<file path="src/rtl/route_header_latch.sv">
// route_header_latch
//   Input-port stage feeding the XY routing demux. Flits are buffered in a
//   small FIFO; the destination X/Y of each packet is captured from its header
//   flit and held on target_x/target_y until the packet's tlast flit leaves,
//   so the demux select never moves mid-packet. This build carries tdata and
//   tlast; no TID/TDEST/TUSER sideband is present.
module route_header_latch #(
  parameter int DATA_WIDTH    = 32,
  parameter int FIFO_DEPTH    = 4,
  parameter int MAX_ROUTERS_X = 4,
  parameter int MAX_ROUTERS_Y = 4,
  parameter int X_LSB         = 0,
  parameter int Y_LSB         = 2,
  localparam int MAX_ROUTERS_X_WIDTH = $clog2(MAX_ROUTERS_X),
  localparam int MAX_ROUTERS_Y_WIDTH = $clog2(MAX_ROUTERS_Y)
) (
  input  logic                           aclk,
  input  logic                           aresetn,
  // flits from link/core
  input  logic                           in_tvalid,
  output logic                           in_tready,
  input  logic [DATA_WIDTH-1:0]          in_tdata,
  input  logic                           in_tlast,
  // flits to routing demux
  output logic                           out_tvalid,
  input  logic                           out_tready,
  output logic [DATA_WIDTH-1:0]          out_tdata,
  output logic                           out_tlast,
  // latched route of the packet currently at the head
  output logic [MAX_ROUTERS_X_WIDTH-1:0] target_x,
  output logic [MAX_ROUTERS_Y_WIDTH-1:0] target_y,
  output logic                           route_valid
);

  localparam int PTR_W   = $clog2(FIFO_DEPTH);
  localparam int CNT_W   = $clog2(FIFO_DEPTH + 1);
  localparam int ENTRY_W = DATA_WIDTH + 1;
  localparam logic [CNT_W-1:0] FULL_COUNT = CNT_W'(FIFO_DEPTH);

  typedef enum logic {
    IDLE  = 1'b0,
    ROUTE = 1'b1
  } state_t;

  // FIFO storage: entry = {tdata, tlast}
  logic [ENTRY_W-1:0]             fifo_mem [FIFO_DEPTH];
  logic [PTR_W-1:0]               wr_ptr_reg;
  logic [PTR_W-1:0]               rd_ptr_reg;
  logic [CNT_W-1:0]               count_reg;
  logic [CNT_W-1:0]               count_next;
  logic                           fifo_empty;
  logic                           wr_en;
  logic                           rd_en;
  logic [ENTRY_W-1:0]             head_entry;
  logic [DATA_WIDTH-1:0]          head_data;
  logic                           head_last;

  state_t                         state_reg;
  state_t                         state_next;
  logic [MAX_ROUTERS_X_WIDTH-1:0] target_x_reg;
  logic [MAX_ROUTERS_Y_WIDTH-1:0] target_y_reg;
  logic                           latch_route;

  // Head of FIFO is read combinationally from registered storage.
  assign head_entry = fifo_mem[rd_ptr_reg];
  assign head_data  = head_entry[ENTRY_W-1:1];
  assign head_last  = head_entry[0];

  assign fifo_empty = (count_reg == '0);
  // A full FIFO refuses input even if the head drains this same cycle.
  assign in_tready  = (count_reg != FULL_COUNT);
  assign wr_en      = in_tvalid && in_tready;
  assign rd_en      = out_tvalid && out_tready;

  assign out_tdata  = head_data;
  assign out_tlast  = head_last;
  assign target_x   = target_x_reg;
  assign target_y   = target_y_reg;

  // Route is captured from the head flit only while waiting for a new packet.
  assign latch_route = (state_reg == IDLE) && !fifo_empty;

  // Flit storage write; contents need no reset since count gates visibility.
  always_ff @(posedge aclk) begin
    if (wr_en) begin
      fifo_mem[wr_ptr_reg] <= {in_tdata, in_tlast};
    end
  end

  // Occupancy: simultaneous write and read leave the count unchanged.
  always_comb begin
    count_next = count_reg;
    if (wr_en && !rd_en) begin
      count_next = count_reg + CNT_W'(1);
    end else if (!wr_en && rd_en) begin
      count_next = count_reg - CNT_W'(1);
    end
  end

  // Pointer and count registers; pointers wrap naturally at FIFO_DEPTH.
  always_ff @(posedge aclk or negedge aresetn) begin
    if (!aresetn) begin
      wr_ptr_reg <= '0;
      rd_ptr_reg <= '0;
      count_reg  <= '0;
    end else begin
      if (wr_en) begin
        wr_ptr_reg <= wr_ptr_reg + PTR_W'(1);
      end
      if (rd_en) begin
        rd_ptr_reg <= rd_ptr_reg + PTR_W'(1);
      end
      count_reg <= count_next;
    end
  end

  // Target registers change only on the IDLE->ROUTE transition.
  always_ff @(posedge aclk or negedge aresetn) begin
    if (!aresetn) begin
      target_x_reg <= '0;
      target_y_reg <= '0;
    end else if (latch_route) begin
      target_x_reg <= head_data[X_LSB +: MAX_ROUTERS_X_WIDTH];
      target_y_reg <= head_data[Y_LSB +: MAX_ROUTERS_Y_WIDTH];
    end
  end

  // FSM state register.
  always_ff @(posedge aclk or negedge aresetn) begin
    if (!aresetn) begin
      state_reg <= IDLE;
    end else begin
      state_reg <= state_next;
    end
  end

  // FSM next state: enter ROUTE on a buffered header, leave after the tlast beat.
  always_comb begin
    state_next = state_reg;
    case (state_reg)
      IDLE: begin
        if (!fifo_empty) begin
          state_next = ROUTE;
        end
      end
      ROUTE: begin
        if (rd_en && head_last) begin
          state_next = IDLE;
        end
      end
      default: state_next = IDLE;
    endcase
  end

  // FSM outputs: forward flits only while a route is held.
  always_comb begin
    route_valid = 1'b0;
    out_tvalid  = 1'b0;
    if (state_reg == ROUTE) begin
      route_valid = 1'b1;
      out_tvalid  = !fifo_empty;
    end
  end

endmodule

</file>
<file path="config.mk">
export PLATFORM = sky130hd
export DESIGN_NAME = route_header_latch
export DESIGN_NICKNAME = d
export VERILOG_FILES = /design/src/rtl/route_header_latch.sv
export SDC_FILE = /design/constraint.sdc
export NUM_CORES = 1
export LEC_CHECK = 0
export BUFFER_PORTS_ARGS = -buffer_cell sky130_fd_sc_hd__buf_2
export CORE_ASPECT_RATIO = 2
export CORE_MARGIN = 4
export CORE_UTILIZATION = 35
export CTS_BUF_LIST = sky130_fd_sc_hd__clkbuf_4 sky130_fd_sc_hd__clkbuf_8
export CTS_CLUSTER_DIAMETER = 100
export DETAILED_ROUTE_END_ITERATION = 16
export PLACE_DENSITY_LB_ADDON = 0.1
export SLEW_MARGIN = 40
export SYNTH_ARGS = -nofsm -noshare
export SYNTH_HDL_FRONTEND = slang
export SYNTH_SLANG_ARGS = --single-unit
</file>
<file path="constraint.sdc">
create_clock -name aclk -period 2.2 [get_ports aclk]
set_input_delay 0.22 -clock aclk [delete_from_list [all_inputs] [get_ports aclk]]
set_output_delay 0.22 -clock aclk [all_outputs]
set_load 0.1 [all_outputs]
</file>
; ---- Word level (Yosys, flattened, before mapping)
; Memories as Yosys holds them, arrays and structs flattened.
; Index checks and enable logic that the tools add are counted.
[classes]
addsub = 4
n_eq_ne = 1
muxes = 9
bitwise = 1
n_reduce_logical = 11
[ops]
columns = op, n
row1 = $logic_and 1x1->1, 6
row2 = $mux 1, 6
row3 = $mux 3, 2
row4 = $add 2x1->2 const B, 2
row5 = $add 3x1->3 const B, 1
row6 = $logic_not 1->1, 3
row7 = $logic_not 3->1, 1
row8 = $ne 3x3->1 const B, 1
row9 = $sub 3x1->3 const B, 1
row10 = $pmux 1 s2, 1
row11 = $reduce_bool 2->1, 1
row12 = $not 1->1, 1
[word_totals]
register_bits = 12
mem_bits_rw = 132
inputBits = 37
output_inout_bits = 40
elab_cells = 33
n_memories = 1
[memory_table]
columns = memory, words, width, read_ports, rd_clocked_by_memory_dff, wr, line
row1 = fifo_mem, 4, 33, 1, 0, 1, 46  ; logic [ENTRY_W-1:0] fifo_mem [FIFO_DEPTH];

; ---- Depth between registers and ports, before layout
; Gate-level depths: netlist (run 1).
[depth]
ltp_word = 7
ltp_mapped = 8
depth_no_buf = 8

; ---- Worst setup path before layout (run 1)
; No wires, ideal clock.
[synth_path]
kind = flip-flop to output port
start = reg state_reg
end = out out_tvalid
arrival_time_ps = 2393
required_time_ps = 1980
slack_ps = -413
path_stages_with_launch = 2
path_buffers = 0
path_cell_list = dfrtp_1 -> nor2b_1
[synth_between]
elab_chain_len = 1
[synth_lines]
columns = item, line
row1 = start: declaration, 58  ; state_t state_reg;
row2 = start signal: assignment, 133  ; state_reg <= state_next;
row3 = $mux 1, 159  ; if (state_reg == ROUTE) begin
row4 = end: declaration, 25  ; output logic out_tvalid,
; Every way passes these cells.

; ---- Final worst setup path (run 1)
[layout_path]
start = reg rd_ptr_reg[0]
end = out out_tdata[22]
[layout_between]
elab_chain_len = 1
[layout_lines]
columns = item, line
row1 = start: declaration, 48  ; logic [PTR_W-1:0] rd_ptr_reg;
row2 = start signal: assignment, 111  ; rd_ptr_reg <= rd_ptr_reg + PTR_W'(1);
row3 = $mem_v2 4x33, -
row4 = end: declaration, 27  ; output logic [DATA_WIDTH-1:0] out_tdata,
; Every way passes these cells.

==> results.md, run 1 <==
* Status: finished clean
* Initial antenna violation count at 0
* Register bit total from synthesis at 144
* Starting Density at between 30% and 40%
* Area Growth Syn to Fin at 34.70%
* Clk sink count at between 100 and 150
* Tmin final at 2.124 ns
* Reg2Reg Depth at 8
* Slew Limit Headroom at ~70%
* Antenna cell count at 0
* Filler cell count at 1,264
* Clock latency on the worst-skew pair at 0.43 ns
* Root Driver: clkbuf_8
* Yosys cell types at 22
* First-pass GRT wire length at 15,780 um
* Commonest non-fill, non-tap cell in the layout: edfxtp_1
* GRT Util Overall at 12.54%
* Gate Count Post-Synth at 221
* FMAX at 0.4707 GHz
* Register area at 4269 um2
* Compound-cell area share of the yosys netlist at 0.5604%
* Buffers on Ports at 76
* Area share of fa/ha/maj cells after synthesis at 1.541%
* Hold path start: out_tready
* Placed instance area at ~6300 um2
* Die ar. at 17,470 um2
* Final setup vio count at 0
* Setup Skew at ~0.015 ns
* Part of the Yosys area used for sequential elements at 79.57%
* Max-cap violations at 0
* Reg2reg start: count_reg[1]
* Worst Hold Path EP: rd_ptr_reg[0]
* Clock slew at reported path FFs at roughly 0.090 ns
* Most frequent cells in the layout: 132 x edfxtp_1, 45 x buf_2, 34 x dlygate4sd3_1
* CTS buffer count at 17
* Synth warn at 0
* Crit start category: register
* Area occupied by multi-input gates at 1050 um2
* Hold Crit Class: input pin to register
* Largest net degree at the start of global routing at 35
* Syn Area/Cell at 24.25 um2
* Drt pass-1 iters at 4
* Crit path kind: register to output pin
* GP Congestion at 0.7049
* Die height at 183.0 um
* GRT overflow at 0
* CP max FO at 5
* Critical path's top delay family: buffers and inverters
* Setup_tns at 0 ns
* Final antenna-violating net count at 0
* WP buf/inv at 3
* Fin. Hold Viols at 0
* Post-route cell area at 7218 um2
* DRT Wirelength at 10,400 um
* Top Ports at a little under 80
* Final Cycle Share at 96.56%
* Core area at 14,900 um2
* Syn Nets at 264
* R2R Setup Slk at approximately 0.14 ns
* Crit path arrival time at 1.90 ns
* CTS tree: built
* Share of layout cells above drive strength 1 at a little under half
* DR vias at 2,605
* Nets@finish at 397
* Final core utilization at 48.45%
* Post-synthesis cell area at around 5400 um2
* Req. time, crit path at about 2.0 ns
* H-tree depth at 4
* Unrepaired setup endpoints after global routing: yes
* Clock Tree Buf Depth at 2
* Worst-margin pin slew at 0.4768 ns
* Number of global-route vias before repair at 2,823
* 1st-iter DRT viols at 129
* Slew Viols, Final at 0
* Reg2reg end: count_reg[2]
* Crit end category: output pin
* DRC at 0
* Worst-path cell chain: buf_12, clkbuf_16, mux4_2, buf_4
* Main combinational cell family by area after synthesis: multiplexers
* Max reg flops at between 100 and 150
* Xor-xnor portion of the synthesized cell area at 0.9806%
* Dpl hpwl at 6117 um
* Detailed-route wire length per cell at 18.51 um
* Simple-gate share of the synthesized area at 1.027%
* Critical-path top delay cell: mux4_2
* Vias per cell at 4.635
* # rows at 63
* Hold path cells at 3
* Die width at around 95 um
* Mux cell area share after synthesis at 15.13%
* Delay of the slowest cell on the worst path at 0.51 ns
cells in the mapped netlist:
master,instances,area (um2)
xnor2_1,3,26.28
xor2_1,3,26.28
mux2_2,6,67.56
edfxtp_1,132,3964
buf_2,3,15.01
buf_6,1,11.26
o311a_1,1,10.01
nor3_1,1,5.000
nor2b_1,1,6.260
and2_1,4,25.02
dfrtp_1,12,300.3
buf_1,1,3.750
fa_1,1,20.02
a2bb2oi_1,1,8.760
buf_4,2,15.01
nand2_1,2,7.510
inv_1,4,15.01
ha_1,5,62.56
nor2_1,3,11.26
a21boi_2,1,11.26
clkbuf_1,1,3.750
mux4_2,33,743.2
per-layer routing:
metal  vias up  share of wire (%)  global-route usage (%)
met3         8                3.7                   3.571
met5         -                  0                       0
met2        59                 56                   21.54
met4         0                1.5                   4.960
li1       1187                  -                       -
met1      1351                 39                   14.58
kinds of logic (layout without fill, tap and decap cells):
| group | after synthesis | in the layout |
|---|---|---|
| flops | 144 | 144 |
| mux | 39 | 39 |
| buf+inv | 12 | 158 |
| simple gates | 11 | 11 |
| fa+ha+maj | 6 | 6 |
| xor+xnor | 6 | 6 |
| compound gates | 3 | 3 |
metrics by stage:
step | instances | setup slack (ns) | hold slack, ns
floorplan | 221 | 0.1268 | -0.07559
global placement | 492 | 0.2060 | 0.1178
detailed placement | 492 | 0.09745 | 0.1272
CTS | 557 | 0.001820 | 0.008415
global route | 562 | -0.01771 | 0.1471
finish | 562 | 0.07569 | 0.1653
how the worst max path moves through the flow:
stage	depth (start not counted)	start	slack [ns]	to
after global routing	4	rd_ptr_reg[0]	-0.02	out_tdata[2]
after CTS	3	rd_ptr_reg[0]	0.002	out_tdata[25]
final	4	rd_ptr_reg[0]	0.08	out_tdata[22]
after floorplan	6	state_reg	0.13	count_reg[1]
after global placement	8	count_reg[1]	0.21	count_reg[2]
after detailed placement	8	count_reg[0]	0.1	count_reg[2]
worst register-to-register path: stages (launching register included):
cell	delay, ns
dfrtp_1	0.45
o311a_4	0.42
inv_1	0.06
ha_1	0.16
inv_1	0.06
fa_1	0.37
xor2_1	0.17
nor2_1	0.12
xor2_1	0.17
what timing repair did:
action / 4_1_cts / 5_1_grt
cloned: 0 / 3
hold buffers: 33 / 1
hold endpoints to repair: 140 / 2
setup buffers: 0 / 1
gates resized for setup: 17 / 7
endpoints found under the setup margin: 14 / 20
area by class of cell:
cell class                 count  share of cell area, %
clock buffer                  17                  3.241
inverter                       4                 0.2080
sequential                   144                  59.14
tap                          195                  3.380
timing repair buffer         122                  16.74
clock inverter                15                  2.739
multi-input combinational     65                  14.54
Power of run 1 is not shown: default switching activity piles up to over one toggle a cycle in this logic, so the estimate is an artifact.
==> inputs of run 2 (changes only) <==
--- a/config.mk
+++ b/config.mk
@@ -5,7 +5,7 @@
 export SDC_FILE = /design/constraint.sdc
 export NUM_CORES = 1
 export LEC_CHECK = 0
-export BUFFER_PORTS_ARGS = -buffer_cell sky130_fd_sc_hd__buf_2
+export BUFFER_PORTS_ARGS = -buffer_cell sky130_fd_sc_hd__buf_4
 export CORE_ASPECT_RATIO = 2
 export CORE_MARGIN = 4
 export CORE_UTILIZATION = 35
@@ -13,6 +13,7 @@
 export CTS_CLUSTER_DIAMETER = 100
 export DETAILED_ROUTE_END_ITERATION = 16
 export PLACE_DENSITY_LB_ADDON = 0.1
+export SETUP_SLACK_MARGIN = 0.4
 export SLEW_MARGIN = 40
 export SYNTH_ARGS = -nofsm -noshare
 export SYNTH_HDL_FRONTEND = slang
==> results.md, run 2 (synthesis gave the netlist of run 1 again) <==
* CTS tree: built
* Most frequent cells in the layout: 132 x edfxtp_1, 54 x buf_4, 34 x dlygate4sd3_1
* DRT Wirelength at 11,220 um (+7.8%)
* GP Congestion at 0.6828 (-3.1%)
* DR vias at 2,699 (+3.6%)
* Die height at 183.0 um (unchanged)
* H-tree depth at 4 (unchanged)
* Max-cap violations at 0 (unchanged)
* Final antenna-violating net count at 0 (unchanged)
* Top Ports at 77 (unchanged)
* Slew Limit Headroom at 68.89% (+0.79 points)
* Final Cycle Share at 97.78% (+1.2 points)
* Largest net degree at the start of global routing at 35 (unchanged)
* GRT overflow at 0 (unchanged)
* First-pass GRT wire length at 17,130 um (+8.6%)
* 1st-iter DRT viols at 152 (+18%)
* Initial antenna violation count at 0 (unchanged)
* CP max FO at 5 (unchanged)
* Tmin final at 2.151 ns (+0.02683 ns)
* Crit path kind: register to output pin
* Clock latency on the worst-skew pair at 0.43 ns (about the same)
* Worst-margin pin slew at 0.4650 ns (-0.01179 ns)
* Dpl hpwl at 6172 um (+0.89%)
* Vias per cell at 4.694 (+1.3%)
* Max reg flops at 132 (unchanged)
* Slew Viols, Final at 0 (unchanged)
* Register area at 4274 um2 (+0.12%)
* Placed instance area at 6259 um2 (-0.52%)
* Setup_tns at 0 ns (unchanged)
* Buffers on Ports at 76 (unchanged)
* Clock Tree Buf Depth at 2 (unchanged)
* Starting Density at 35.97% (unchanged)
* Root Driver: clkbuf_8
* Hold Crit Class: input pin to async pin
* Antenna cell count at 0 (unchanged)
* Post-route cell area at 7560 um2 (+4.7%)
* Filler cell count at 1,230 (-2.7%)
* Die width at 95.50 um (unchanged)
* Req. time, crit path at 1.98 ns (about the same)
* Status: finished clean
* FMAX at 0.4649 GHz (-1.2%)
* Number of global-route vias before repair at 3,000 (+6.3%)
* Clk sink count at 144 (unchanged)
* Die ar. at 17,470 um2 (unchanged)
* Clock slew at reported path FFs at 0.08 ns (about the same)
* Final setup vio count at 0 (unchanged)
* Crit path arrival time at 1.93 ns (+0.03 ns)
* Nets@finish at 410 (+3.3%)
* Fin. Hold Viols at 0 (unchanged)
* Drt pass-1 iters at 4 (unchanged)
* Commonest non-fill, non-tap cell in the layout: edfxtp_1
* Area Growth Syn to Fin at 41.07%
* DRC at 0 (unchanged)
* Share of layout cells above drive strength 1 at 50.00% (+3.7 points)
* Crit start category: register
* Crit end category: output pin
* GRT Util Overall at 14.01% (+1.5 points)
* Unrepaired setup endpoints after global routing: yes
* Area occupied by multi-input gates at 1080 um2 (+2.9%)
* Setup Skew at 0.009836 ns (-0.005397 ns)
* CTS buffer count at 17 (unchanged)
* Core area at 14,900 um2 (unchanged)
* Detailed-route wire length per cell at 19.51 um (+5.4%)
* # rows at 63 (unchanged)
[run 2: what timing repair did]
item / 4_1_cts / 5_1_grt
endpoints found under the setup margin: 35 / 82
pin swaps: 5 / 4
resized for setup: 75 / 11
hold endpoints to repair: 144 / 0
gates cloned: 3 / 2
hold buffers: 34 / 0
setup buffers: 5 / 4
[run 2: worst max-delay path, cell delays in order, from the launching register on]
cell and delay, ns:
dfrtp_2 0.46, buf_12 0.16, buf_16 0.14, mux4_2 0.55
buf_12 0.19
[run 2: worst paths after layout]
check	start	to	slack, ns	cells after the start
worst max register to register	count_reg[1]	count_reg[1]	0.35	6
worst min-delay path	aresetn	count_reg[2]	0.16	2
worst min register to register	target_x[0]	target_x[0]	0.51	1
max in group asynchronous	aresetn	state_reg	1.86	2
worst max-delay path	rd_ptr_reg[0]	out_tdata[2]	0.05	4
min in group aclk	out_tready	rd_ptr_reg[0]	0.25	4
[run 2: layout make-up]
type | count | share of cell area, %
sequential | 144 | 56.54
clock buffer | 18 | 3.194
tap | 195 | 3.227
multi-input combinational | 65 | 14.28
clock inverter | 14 | 2.383
inverter | 4 | 0.1986
timing repair buffer | 135 | 20.18
[run 2: metal layers]
layer	track usage, %	wire length (um)	vias to the layer above
met3	3.243	380	14
met2	24.52	6295	62
met1	16.06	4338	1412
li1	-	-	1211
met5	0	0	-
met4	6.100	205	0
[run 2: stage by stage]
step / setup WS [ns] / std cells / util, % / hold slack (ns)
finish: 0.04886 / 575 / 50.74 / 0.1639
global route: -0.03884 / 575 / 50.74 / 0.1366
CTS: -0.007545 / 569 / 49.95 / 0.1345
detailed placement: 0.1827 / 495 / 42.01 / 0.07464
global placement: 0.1911 / 495 / 42.01 / 0.07523
floorplan: 0.2327 / 221 / - / -0.07559
Power of run 2 is left out for the same reason.
